## config.mk

```make
export PLATFORM = sky130hd
export DESIGN_NAME = alu_pipe_flat
export DESIGN_NICKNAME = d
export VERILOG_FILES = /design/src/rtl/alu_pkg.sv /design/src/rtl/alu_pipe_if.sv /design/src/rtl/alu_core.sv /design/src/rtl/alu_pipe.sv /design/src/flat_wrapper.sv
export SDC_FILE = /design/constraint.sdc
export NUM_CORES = 1
export LEC_CHECK = 0
export ABC_AREA = 1
export BUFFER_PORTS_ARGS = -buffer_cell sky130_fd_sc_hd__buf_2
export CORE_AREA = 5 5 136 125
export DETAILED_ROUTE_END_ITERATION = 6
export DIE_AREA = 0 0 141 130
export SLEW_MARGIN = 20
export SYNTH_ARGS = -nofsm -noshare
export SYNTH_HDL_FRONTEND = slang
export SYNTH_HIERARCHICAL = 1
export SYNTH_SLANG_ARGS = --single-unit
```

## constraint.sdc

```tcl
create_clock -name clk -period 2 [get_ports clk]
set_input_delay 0.5 -clock clk [delete_from_list [all_inputs] [get_ports clk]]
set_output_delay 0.5 -clock clk [all_outputs]
set_load 0.01 [all_outputs]
```

## src/rtl/alu_pkg.sv

```systemverilog
// Shared definitions for the pipelined signed ALU: operation encoding and
// the result-width rule used by the core, the pipeline and the interface.
package alu_pkg;

  typedef enum logic [2:0] {
    OP_AVG  = 3'b000,
    OP_DBL  = 3'b001,
    OP_XHY  = 3'b010,
    OP_HDIF = 3'b011,
    OP_NAND = 3'b100,
    OP_NOTX = 3'b101,
    OP_NOR  = 3'b110,
    OP_XOR  = 3'b111
  } alu_op_e;

  // Two guard bits cover the full range of 2*(x+y), so no result overflows.
  function automatic int res_w(input int w);
    return w + 2;
  endfunction

endpackage

```

## src/rtl/alu_pipe_if.sv

```systemverilog
// Operand/result bus of alu_pipe; master drives operands and accepts results.
interface alu_pipe_if #(
  parameter int W     = 8,
  parameter int CNT_W = 16
);
  logic             in_valid;
  logic             in_ready;
  logic [W-1:0]     x;
  logic [W-1:0]     y;
  logic [2:0]       op;
  logic             out_valid;
  logic             out_ready;
  logic [W+1:0]     result;
  logic             zero;
  logic             neg;
  logic [CNT_W-1:0] op_count;

  modport master (
    output in_valid, x, y, op, out_ready,
    input  in_ready, out_valid, result, zero, neg, op_count
  );

  modport slave (
    input  in_valid, x, y, op, out_ready,
    output in_ready, out_valid, result, zero, neg, op_count
  );
endinterface

```

## src/rtl/alu_core.sv

```systemverilog
// Combinational signed ALU: operands sign-extended to W+2 bits, logic ops
// evaluated at W bits and sign-extended afterwards.
module alu_core import alu_pkg::*; #(
  parameter int W = 8
) (
  input  logic [W-1:0]        x_i,
  input  logic [W-1:0]        y_i,
  input  logic [2:0]          op_i,
  output logic [res_w(W)-1:0] result_o,
  output logic                zero_o,
  output logic                neg_o
);
  localparam int RW = res_w(W);

  logic signed [RW-1:0] xe;
  logic signed [RW-1:0] ye;
  logic signed [RW-1:0] sum;
  logic signed [RW-1:0] dif;
  logic signed [RW-1:0] res;
  logic        [W-1:0]  lg;

  always_comb begin
    xe  = {{2{x_i[W-1]}}, x_i};
    ye  = {{2{y_i[W-1]}}, y_i};
    sum = xe + ye;
    dif = xe - ye;
    lg  = '0;
    res = '0;
    // All shift operands are signed variables, so >>> floors toward -inf.
    case (alu_op_e'(op_i))
      OP_AVG:  res = sum >>> 1;
      OP_DBL:  res = sum <<< 1;
      OP_XHY:  res = xe + (ye >>> 1);
      OP_HDIF: res = dif >>> 1;
      OP_NAND: begin lg = ~(x_i & y_i); res = {{2{lg[W-1]}}, lg}; end
      OP_NOTX: begin lg = ~x_i;         res = {{2{lg[W-1]}}, lg}; end
      OP_NOR:  begin lg = ~(x_i | y_i); res = {{2{lg[W-1]}}, lg}; end
      OP_XOR:  begin lg = x_i ^ y_i;    res = {{2{lg[W-1]}}, lg}; end
      default: res = '0;
    endcase
    result_o = res;
    zero_o   = (res == '0);
    neg_o    = res[RW-1];
  end

endmodule

```

## src/rtl/alu_pipe.sv

```systemverilog
// Two-stage valid/ready pipeline around alu_core: S1 holds operands, S2 holds
// the flagged result; counts results accepted downstream.
module alu_pipe import alu_pkg::*; #(
  parameter int W     = 8,
  parameter int CNT_W = 16
) (
  input  logic      clk,
  input  logic      rst_n,
  alu_pipe_if.slave bus
);
  localparam int RW = res_w(W);

  logic             s1_v_q, s1_v_d;
  logic [W-1:0]     x_q, x_d;
  logic [W-1:0]     y_q, y_d;
  logic [2:0]       op_q, op_d;
  logic             out_valid_q, out_valid_d;
  logic [RW-1:0]    result_q, result_d;
  logic             zero_q, zero_d;
  logic             neg_q, neg_d;
  logic [CNT_W-1:0] cnt_q, cnt_d;

  logic             s2_free, in_fire, s1_adv, out_fire;
  logic [RW-1:0]    core_result;
  logic             core_zero, core_neg;

  alu_core #(.W(W)) u_core (
    .x_i      (x_q),
    .y_i      (y_q),
    .op_i     (op_q),
    .result_o (core_result),
    .zero_o   (core_zero),
    .neg_o    (core_neg)
  );

  // Handshake: a beat moves on any edge where valid && ready. S2 can take a
  // new result when empty or being drained this cycle; S1 likewise relative
  // to S2, so in_ready depends combinationally on out_ready.
  always_comb begin
    s2_free  = !out_valid_q || bus.out_ready;
    in_fire  = bus.in_valid && (!s1_v_q || s2_free);
    s1_adv   = s1_v_q && s2_free;
    out_fire = out_valid_q && bus.out_ready;
  end

  always_comb begin
    s1_v_d      = s1_v_q;
    x_d         = x_q;
    y_d         = y_q;
    op_d        = op_q;
    out_valid_d = out_valid_q;
    result_d    = result_q;
    zero_d      = zero_q;
    neg_d       = neg_q;
    cnt_d       = cnt_q;
    if (in_fire) begin
      s1_v_d = 1'b1;
      x_d    = bus.x;
      y_d    = bus.y;
      op_d   = bus.op;
    end else if (s1_adv) begin
      s1_v_d = 1'b0;
    end
    if (s1_adv) begin
      out_valid_d = 1'b1;
      result_d    = core_result;
      zero_d      = core_zero;
      neg_d       = core_neg;
    end else if (out_fire) begin
      out_valid_d = 1'b0;
    end
    if (out_fire) cnt_d = cnt_q + CNT_W'(1);
  end

  always_ff @(posedge clk) begin
    if (!rst_n) begin
      s1_v_q      <= 1'b0;
      x_q         <= '0;
      y_q         <= '0;
      op_q        <= '0;
      out_valid_q <= 1'b0;
      result_q    <= '0;
      zero_q      <= 1'b0;
      neg_q       <= 1'b0;
      cnt_q       <= '0;
    end else begin
      s1_v_q      <= s1_v_d;
      x_q         <= x_d;
      y_q         <= y_d;
      op_q        <= op_d;
      out_valid_q <= out_valid_d;
      result_q    <= result_d;
      zero_q      <= zero_d;
      neg_q       <= neg_d;
      cnt_q       <= cnt_d;
    end
  end

  assign bus.in_ready  = !s1_v_q || s2_free;
  assign bus.out_valid = out_valid_q;
  assign bus.result    = result_q;
  assign bus.zero      = zero_q;
  assign bus.neg       = neg_q;
  assign bus.op_count  = cnt_q;

endmodule
```

## src/flat_wrapper.sv

```systemverilog
// flat-port wrapper written by rule: the top's interface ports become plain ports
module alu_pipe_flat import alu_pkg::*;
#(
  parameter int W     = 8,
  parameter int CNT_W = 16
)
  (clk, rst_n, bus_in_valid, bus_x, bus_y, bus_op, bus_out_ready, bus_in_ready, bus_out_valid, bus_result, bus_zero, bus_neg, bus_op_count);
  alu_pipe_if #(.W(W), .CNT_W(CNT_W)) bus_i ();
  input  logic clk;
  input  logic rst_n;
  input wire logic [$bits(bus_i.in_valid)-1:0] bus_in_valid;
  input wire logic [$bits(bus_i.x)-1:0] bus_x;
  input wire logic [$bits(bus_i.y)-1:0] bus_y;
  input wire logic [$bits(bus_i.op)-1:0] bus_op;
  input wire logic [$bits(bus_i.out_ready)-1:0] bus_out_ready;
  output wire logic [$bits(bus_i.in_ready)-1:0] bus_in_ready;
  output wire logic [$bits(bus_i.out_valid)-1:0] bus_out_valid;
  output wire logic [$bits(bus_i.result)-1:0] bus_result;
  output wire logic [$bits(bus_i.zero)-1:0] bus_zero;
  output wire logic [$bits(bus_i.neg)-1:0] bus_neg;
  output wire logic [$bits(bus_i.op_count)-1:0] bus_op_count;
  assign bus_i.in_valid = bus_in_valid;
  assign bus_i.x = bus_x;
  assign bus_i.y = bus_y;
  assign bus_i.op = bus_op;
  assign bus_i.out_ready = bus_out_ready;
  assign bus_in_ready = bus_i.in_ready;
  assign bus_out_valid = bus_i.out_valid;
  assign bus_result = bus_i.result;
  assign bus_zero = bus_i.zero;
  assign bus_neg = bus_i.neg;
  assign bus_op_count = bus_i.op_count;
  alu_pipe #(.W(W), .CNT_W(CNT_W)) u_core (.clk(clk), .rst_n(rst_n), .bus(bus_i));
endmodule
```

==> results of run 1 <==
worst max-delay path: cells and delay by family (launching register included):
family	cells	cell delay, ps
AOI/OAI and AO/OA	1	80
buffers and inverters	1	40
DFF	1	380
and+or+nand+nor	13	1140
adders and majority gates	2	500
cell usage in the layout, fill, tap and decap left out, drive strengths merged:
cell and n:
xor2 2, a2bb2oi 1, clkbuf 5, nand4 13, xnor2 1, nor3 5, clkinvlp 1, nand3 63
o211ai 2, nand2 123, o22ai 5, o21a 1, o2111ai 1, inv 89, o21bai 1, and3 1
fa 3, o21ai 45, or2 2, a21oi 24, nand3b 5, dfxtp 49, ha 32, nor2 118
and2 1, o2bb2ai 1, buf 114, clkinv 2
final cells by class:
type / count / area (µm²)
Fill cell: 1696 / 10360
Multi-Input combinational cell: 450 / 2436
Sequential cell: 49 / 992.2
Timing Repair Buffer: 114 / 749.5
Inverter: 89 / 337.8
Tap cell: 202 / 252.7
Clock buffer: 5 / 125.1
Clock inverter: 3 / 25.02
per-layer routing:
metal  GRT usage [%]  vias to the layer above
met3           1.869                       13
li1                -                     2140
met2           19.96                      104
met5               0                        -
met1           15.95                     1797
met4           3.533                        0
state kept, by name, summed over array words and instances, names as in the netlist:
register	count
u_core/bus.neg	1
u_core/bus.op_count	16
u_core/bus.out_valid	1
u_core/bus.result	10
u_core/bus.zero	1
u_core/op_q	3
u_core/s1_v_q	1
u_core/x_q	8
u_core/y_q	8
cells by family after synthesis:
kind of cell / count (synthesis)
simple gates: 331
buf+inv: 105
compound gates: 81
flops: 49
fa+ha+maj: 35
xor+xnor: 3
stage by stage:
step,setup slack (ps),hold WS [ps]
finish,-214.9,453.0
global route,-419.5,472.0
CTS,-189.5,448.3
detailed placement,-269.8,466.6
global placement,-246.2,459.7
floorplan,6.871,456.3
how the worst max path moves through the flow:
stage                  start  depth (start not counted)                    to
2_1_floorplan  u_core/x_q[0]                         14  u_core/bus.result[9]
3_3_place_gp   u_core/x_q[0]                         16       u_core/bus.zero
3_5_place_dp   u_core/x_q[0]                         16       u_core/bus.zero
4_1_cts        u_core/x_q[0]                         15       u_core/bus.zero
5_1_grt        u_core/x_q[0]                         16       u_core/bus.zero
6_report       u_core/x_q[0]                         17       u_core/bus.zero
power groups by stage:
stage          Clock [mW]  Combinational (mW)  Sequential (mW)
2_1_floorplan           0               0.559             1.11
3_3_place_gp            0               0.942             1.09
3_5_place_dp            0               0.939             1.09
4_1_cts             0.919               0.971             1.07
5_1_grt             0.948                1.12             1.08
6_report            0.876               0.998             1.07
repair_timing:
action,CTS,global route
resized for setup,17,12
setup buffers,3,5
hold endpoints to repair,0,0
setup endpoints to repair,10,11
pin swaps,9,8
==> summary.md, run 1 <==
| Metric | Value |
|---|---|
| Status | `finished with violations` |
| Failing checks | `negative setup slack` |
| # IOs | `53` |
| #FFs+latches synth | `49` |
| H-tree levels | `2` |
| Nets | `approximately 770` |
| Top Metal Used | `met4` |
| Most frequent cell after synthesis | `nand2_1` |
| Net Switching | `approximately 1 mW` |
| Row count | `43` |
| Hold Path Stages | `3` |
| Initial antenna violation count | `0` |
| Die width | `around 140 µm` |
| Clock root buffer master | `clkbuf_16` |
| Core area | `between 0.015 and 0.02 mm²` |
| Compound-Gate Fraction of Synth Area | `11.81%` |
| Die span in y | `about 130 µm` |
| N_diodes | `0` |
| Final Power | `around 3 mW` |
| Area contributors post-synth | `dfxtp_1 (26%), nand2_1 (12%), nor2_1 (12%)` |
| Vias in the first global route | `3,838` |
| Largest net degree at the start of global routing | `28` |
| Worst-Skew Late Latency | `just under 300 ps` |
| Adder-Cell Fraction of Synth Area | `between 10% and 20%` |
| Main flop type after synthesis | `dfxtp_1` |
| Via/cell ratio | `around 4.4` |
| Seq/Total Area, Yosys | `26.07%` |
| # setup viols final | `9` |
| Min Tclk post-route | `2215 ps` |
| Power share of the clock group | `a little under 30%` |
| Sw frac | `between 30% and 40%` |
| Placed instance area | `0.004637 mm²` |
| Gpl congestion | `0.8957` |
| Global-route wire length before repair | `18.07 mm` |
| DP Wirelength | `8.897 mm` |
| Post-synthesis mux area share | `0%` |
| Tightest Hold Check Type | `in2reg` |
| Most common library cells after synthesis | `nand2_1 (120), nor2_1 (116), inv_1 (78)` |
| Met2 wire length | `about 5 mm` |
| Register share of total power | `36.4%` |
| Cells after synthesis | `just over 600` |
| Crit path arrival time | `between 2000 and 2500 ps` |
| Worst EP required | `2230 ps` |
| CTS tree | `yes` |
| CP cell instances | `inv_4 -> ha_4 -> fa_2 -> nand3b_1 -> nand2_2 -> nand2_2 -> nand2_1 -> nand2_1 -> nand3_2 -> nand2_1 -> nor2_1 -> nand2_1 -> nor2_1 -> nand3_1 -> nor2_1 -> o21ai_0 -> nor2_1` |
| Die area | `~0.018 mm²` |
| Slowest stage delay, CP | `380 ps` |
| Tot GR Track Use | `about an eighth` |
| Gate power share | `about 34%` |
| Layout Cells excl Fill | `slightly above 900` |
| RR Startpoint | `u_core/x_q[0]` |
| Simple logic cell fraction of the synthesized area | `approximately two fifths` |
| Routed Antenna Nets | `0` |
| Reg2reg end | `u_core/bus.zero` |
| Largest family of logic cells by synthesized area | `simple AND/OR/NAND/NOR gates` |
| Crit start category | `flop` |
| Clk sink count | `between 40 and 50` |
| Yosys warns | `6` |
| Hold EP | `u_core/y_q[0]` |
| Total Wirelength | `10.91 mm` |
| Worst R2R Path Depth | `17` |
| Post-synth EDFFs | `0` |
| Post-Synth XOR/XNOR Area | `less than 1%` |
| Clock buffer depth | `2` |
| Crit Path Category | `reg2reg` |
| Slowest-stage cell, CP | `dfxtp_4` |
| WL met3 | `445 µm` |
| Final instance area | `around 0.0049 mm²` |
| Reg2reg setup slack | `-210 ps` |
| Reg clk slew, reported paths | `roughly 70 ps` |
| Netlist Area Pre-Place | `~0.0038 mm²` |
| Global route overflow | `0` |
| Endpoints failing hold | `0` |
| Num CTS Buffers | `5` |
| I/O Buffers | `between 50 and 60` |
| Max Slew Vio Count | `0` |
| Setup Skew | `approximately 5.4 ps` |
| Vias | `a little over 4,000` |
| Top cell type's share of synthesized area | `between 20% and 30%` |
| Area leader, netlist | `dfxtp_1` |
| DRT Pass-1 Iters | `5` |
| Placed cell count | `approximately 900` |
| Max-Cap Viols | `0` |
| VDD IR max | `about 0.00037 V` |
| Fraction of layout cells with a size suffix above 1 | `24.08%` |
| Starting DRT DRC Count | `~290` |
| Post-Syn Area per Cell | `6.229 µm²` |
| P_leak | `approximately 2.5 nW` |
| Setup WS post-layout | `-214.9 ps` |
| Max_slew headroom | `between 70% and 80%` |
| Least-Margin Pin Slew | `about 350 ps` |
| Final Util | `between 30% and 40%` |
| F_max | `451.5 MHz` |
| Max FO, Critical Path | `4` |
| Starting density of the core | `~25%` |
| RSZ-0062 raised after global routing | `true` |
| Final setup TNS | `-1193 ps` |
| Async set-or-reset flop fraction in the synthesized netlist | `0%` |
| Cell Int Power | `just under 2 mW` |
| Critical Path End Type | `flop` |
| Power Dens Cells | `around 600 mW/mm²` |
| Wire length per cell | `11.97 µm` |
| Area Overhead vs Synth | `30.73%` |
| Period utilisation layout | `110.7%` |
| Metal-1 WL | `approximately 5.3 mm` |
| Net Count, Synth | `662` |
| # hold bufs at CTS | `0` |
| # DRC | `0` |
| Post-synth cell types | `36` |
| Hold wc startpoint | `bus_y[0]` |
No activity file was read; power rests on OpenSTA's default activity.
==> inputs of run 2 (changes only) <==
--- a/config.mk
+++ b/config.mk
@@ -7,9 +7,10 @@
 export LEC_CHECK = 0
 export ABC_AREA = 1
 export BUFFER_PORTS_ARGS = -buffer_cell sky130_fd_sc_hd__buf_2
-export CORE_AREA = 5 5 136 125
+export CORE_AREA = 2 2 92 85
 export DETAILED_ROUTE_END_ITERATION = 6
-export DIE_AREA = 0 0 141 130
+export DIE_AREA = 0 0 94 87
+export PLACE_DENSITY = 0.77
 export SLEW_MARGIN = 20
 export SYNTH_ARGS = -nofsm -noshare
 export SYNTH_HDL_FRONTEND = slang
==> run 2 against run 1 <==
First-iteration DRC count rose by 10%. Clock power is 31% lower. Clock skew about the same. Critical path type unchanged. Largest power group unchanged. Sequential cell count is the same. Sequential share of layout area is 1.1 points higher. Design area is 4.9% lower. Via count rose by 3.7%. Die area down 55%. The run still ends with negative setup slack left. Fmax is 0.47% lower. Wire length down 4.1%. Combinational power decreased by 1%.
==> summary.md, run 2 (same netlist as run 1, synthesis figures left out) <==
| Metric | Value |
|---|---|
| Status | `finished with violations` |
| Failing checks | `negative setup slack` |
| Placed cell count | `791 (-12%)` |
| Largest register FFs | `16 (unchanged)` |
| Nets | `763 (-0.52%)` |
| Worst R2R Path Depth | `17 (unchanged)` |
| Setup Skew | `5.000 ps (-0.4090 ps)` |
| N_diodes | `0 (unchanged)` |
| DP Wirelength | `8.250 mm (-7.3%)` |
| Crit path capture | `u_core/bus.zero` |
| Core area | `0.007320 mm² (-52%)` |
| I/O Buffers | `52 (unchanged)` |
| CTS tree | `yes` |
| Placed instance area | `0.004492 mm² (-3.1%)` |
| RR Startpoint | `u_core/x_q[0]` |
| Worst EP required | `2250 ps (+20 ps)` |
| Starting DRT DRC Count | `321 (+10%)` |
| Register share of total power | `40.3% (+3.9 points)` |
| # DRC | `0 (unchanged)` |
| Max-Cap Viols | `0 (unchanged)` |
| Max_slew headroom | `73.30% (-3.5 points)` |
| Sw frac | `35.90% (+1.8 points)` |
| Vias in the first global route | `3,964 (+3.3%)` |
| Hold slack | `434.3 ps (-18.69 ps)` |
| Clock root buffer master | `clkbuf_8` |
| CP bufs+invs | `1 (unchanged)` |
| Clock buffer depth | `2 (unchanged)` |
| Global-route wire length before repair | `17.60 mm (-2.6%)` |
| Power share of the clock group | `22.7% (-7.0 points)` |
| RSZ-0062 raised after global routing | `true` |
| Worst-Skew Late Latency | `310 ps (+20 ps)` |
| Clk sink count | `49 (unchanged)` |
| Total Wirelength | `10.46 mm (-4.1%)` |
| Cell Int Power | `1.710 mW (-12%)` |
| Row count | `30 (-30%)` |
| Endpoints failing hold | `0 (unchanged)` |
| Slowest-stage cell, CP | `dfxtp_4` |
| Crit start category | `flop` |
| Commonest non-fill, non-tap cell in the layout | `nand2_1` |
| Initial antenna violation count | `0 (unchanged)` |
| Crit path depth | `17 (unchanged)` |
| Tightest Hold Check Type | `in2reg` |
| Layout Cells excl Fill | `802 (-12%)` |
| Die span in y | `87 µm (-33%)` |
| Wire length per cell | `13.05 µm (+9.0%)` |
| Num CTS Buffers | `5 (unchanged)` |
| Most frequent cells in the layout | `nand2_1 (118), nor2_1 (114), inv_1 (73), buf_4 (58), nand3_1 (57)` |
| Vias | `4,205 (+3.7%)` |
| Fraction of layout cells with a size suffix above 1 | `23.94% (-0.15 points)` |
| Tot GR Track Use | `26.78% (+15 points)` |
| # hold bufs at CTS | `0 (unchanged)` |
| Crit path arrival time | `2470 ps (+20 ps)` |
| Power Dens Cells | `570.6 mW/mm² (-4.7%)` |
| CP cell instances | `inv_4 -> ha_4 -> fa_2 -> nand3b_1 -> nand2_2 -> nand2_2 -> nand2_1 -> nand2_1 -> nand3_2 -> nand2_1 -> nor2_1 -> nand2_1 -> nor2_1 -> nand3_1 -> nor2_1 -> o21ai_1 -> nor2_1` |
| Largest net degree at the start of global routing | `24 (-14%)` |
| Least-Margin Pin Slew | `399.3 ps (+51.90 ps)` |
| Crit Path Category | `reg2reg` |
| # setup viols final | `9 (unchanged)` |
| Critical Path Start | `u_core/x_q[0]` |
| Via/cell ratio | `5.243 (+18%)` |
| Die width | `94 µm (-33%)` |
| Slowest stage delay, CP | `400 ps (+20 ps)` |
| Starting density of the core | `51.40% (+27 points)` |
| Final instance area | `0.004676 mm² (-4.9%)` |
| H-tree levels | `2 (unchanged)` |
| F_max | `449.4 MHz (-0.47%)` |
| Setup WS post-layout | `-225.3 ps (-10.41 ps)` |
| Max FO, Critical Path | `4 (unchanged)` |
| Fillers | `693 (-59%)` |
| Max Slew Vio Count | `0 (unchanged)` |
| Gate power share | `37.0% (+3.1 points)` |
| Reg2reg setup slack | `-230 ps (about the same)` |
| Delay-heaviest family, CP | `simple AND/OR/NAND/NOR gates` |
| Die area | `0.008178 mm² (-55%)` |
| Final Power | `2.668 mW (-9.4%)` |
| Routed Antenna Nets | `0 (unchanged)` |
| Min Tclk post-route | `2225 ps (+10.41 ps)` |
| Gpl congestion | `0.9489 (+5.9%)` |
| Net Switching | `957.8 µW (-4.7%)` |
| Period utilisation layout | `111.3% (+0.52 points)` |
| Reg2reg end | `u_core/bus.zero` |
| Area Overhead vs Synth | `24.28%` |
| VDD IR max | `0.0003702 V (about the same)` |
| Critical Path End Type | `flop` |
| # IOs | `53 (unchanged)` |
| DRT Pass-1 Iters | `6 (+1)` |
| P_leak | `2.426 nW (-2.1%)` |
| Reg clk slew, reported paths | `90 ps (+20 ps)` |
| Global route overflow | `0 (unchanged)` |
-- run 2: changes by cell type in the layout (fill, tap and decap cells not counted), moves of 2 or more --
cell / previous run / this run
o21ai_1: 7 / 5
buf_6: 3 / 0
o21ai_2: 2 / 0
clkbuf_16: 5 / 0
dfxtp_2: 3 / 5
o21ai_0: 36 / 40
dfxtp_1: 44 / 42
clkbuf_8: 0 / 5
-- run 2: timing repair --
action,4_1_cts,5_1_grt
buffers inserted,1,2
cloned,0,0
setup endpoints to repair,10,11
pin swaps,9,2
resized for setup,21,4
-- run 2: cell type report --
cell class / count / area, µm² / area share (%)
clock buffer: 6 / 72.57 / 1.552
clock inverter: 2 / 13.76 / 0.2944
inverter: 89 / 337.8 / 7.225
multi-input combinational: 450 / 2441 / 52.21
sequential: 49 / 994.7 / 21.27
tap: 96 / 120.1 / 2.569
timing repair buffer: 110 / 695.7 / 14.88
-- run 2: layer usage --
metal / up-vias / wire, µm / GRT usage, % / share of wire [%]
li1: 2134 / - / - / -
met1: 1906 / 4815 / 35.09 / 46
met2: 140 / 4922 / 46.10 / 47
met3: 25 / 507 / 3.203 / 4.8
met4: 0 / 218 / 8.564 / 2.1
met5: - / 0 / 0 / 0
-- run 2: tightest hold or removal path: cells and delay by family --
family | cells | cell delay [ps]
compound gates | 1 | 70
buf+inv | 1 | 70
simple gates | 1 | 70
-- run 2: worst min path at each step --
stage / to / depth (start not counted) / slack [ps] / start
CTS: u_core/y_q[0] / 3 / 430 / bus_y[0]
floorplan: u_core/op_q[0] / 2 / 460 / u_core/op_q[0]
global placement: u_core/bus.result[2] / 2 / 460 / u_core/bus.result[2]
global route: u_core/y_q[4] / 3 / 460 / bus_y[4]
detailed placement: u_core/bus.result[8] / 2 / 470 / u_core/bus.result[8]
finish: u_core/y_q[0] / 3 / 430 / bus_y[0]
-- run 2: metrics by stage --
| step | worst slack [ps] | TNS [ps] | util (%) |
|---|---|---|---|
| 2_1_floorplan | 6.871 | 0 | - |
| 3_3_place_gp | -161.6 | -765.9 | 61.37 |
| 3_5_place_dp | -208.3 | -1037 | 61.37 |
| 4_1_cts | -208.6 | -876.0 | 63.56 |
| 5_1_grt | -436.7 | -3014 | 63.88 |
| 6_report | -225.3 | -1065 | 63.88 |
-- run 2: power by group through the flow --
stage          Combinational [mW]  Sequential (mW)  Clock (mW)
3_5_place_dp                0.926             1.10           0
5_1_grt                      1.11             1.08       0.654
2_1_floorplan               0.559             1.11           0
6_report                    0.987             1.08       0.605
4_1_cts                     0.954             1.08       0.625
3_3_place_gp                0.910             1.09           0
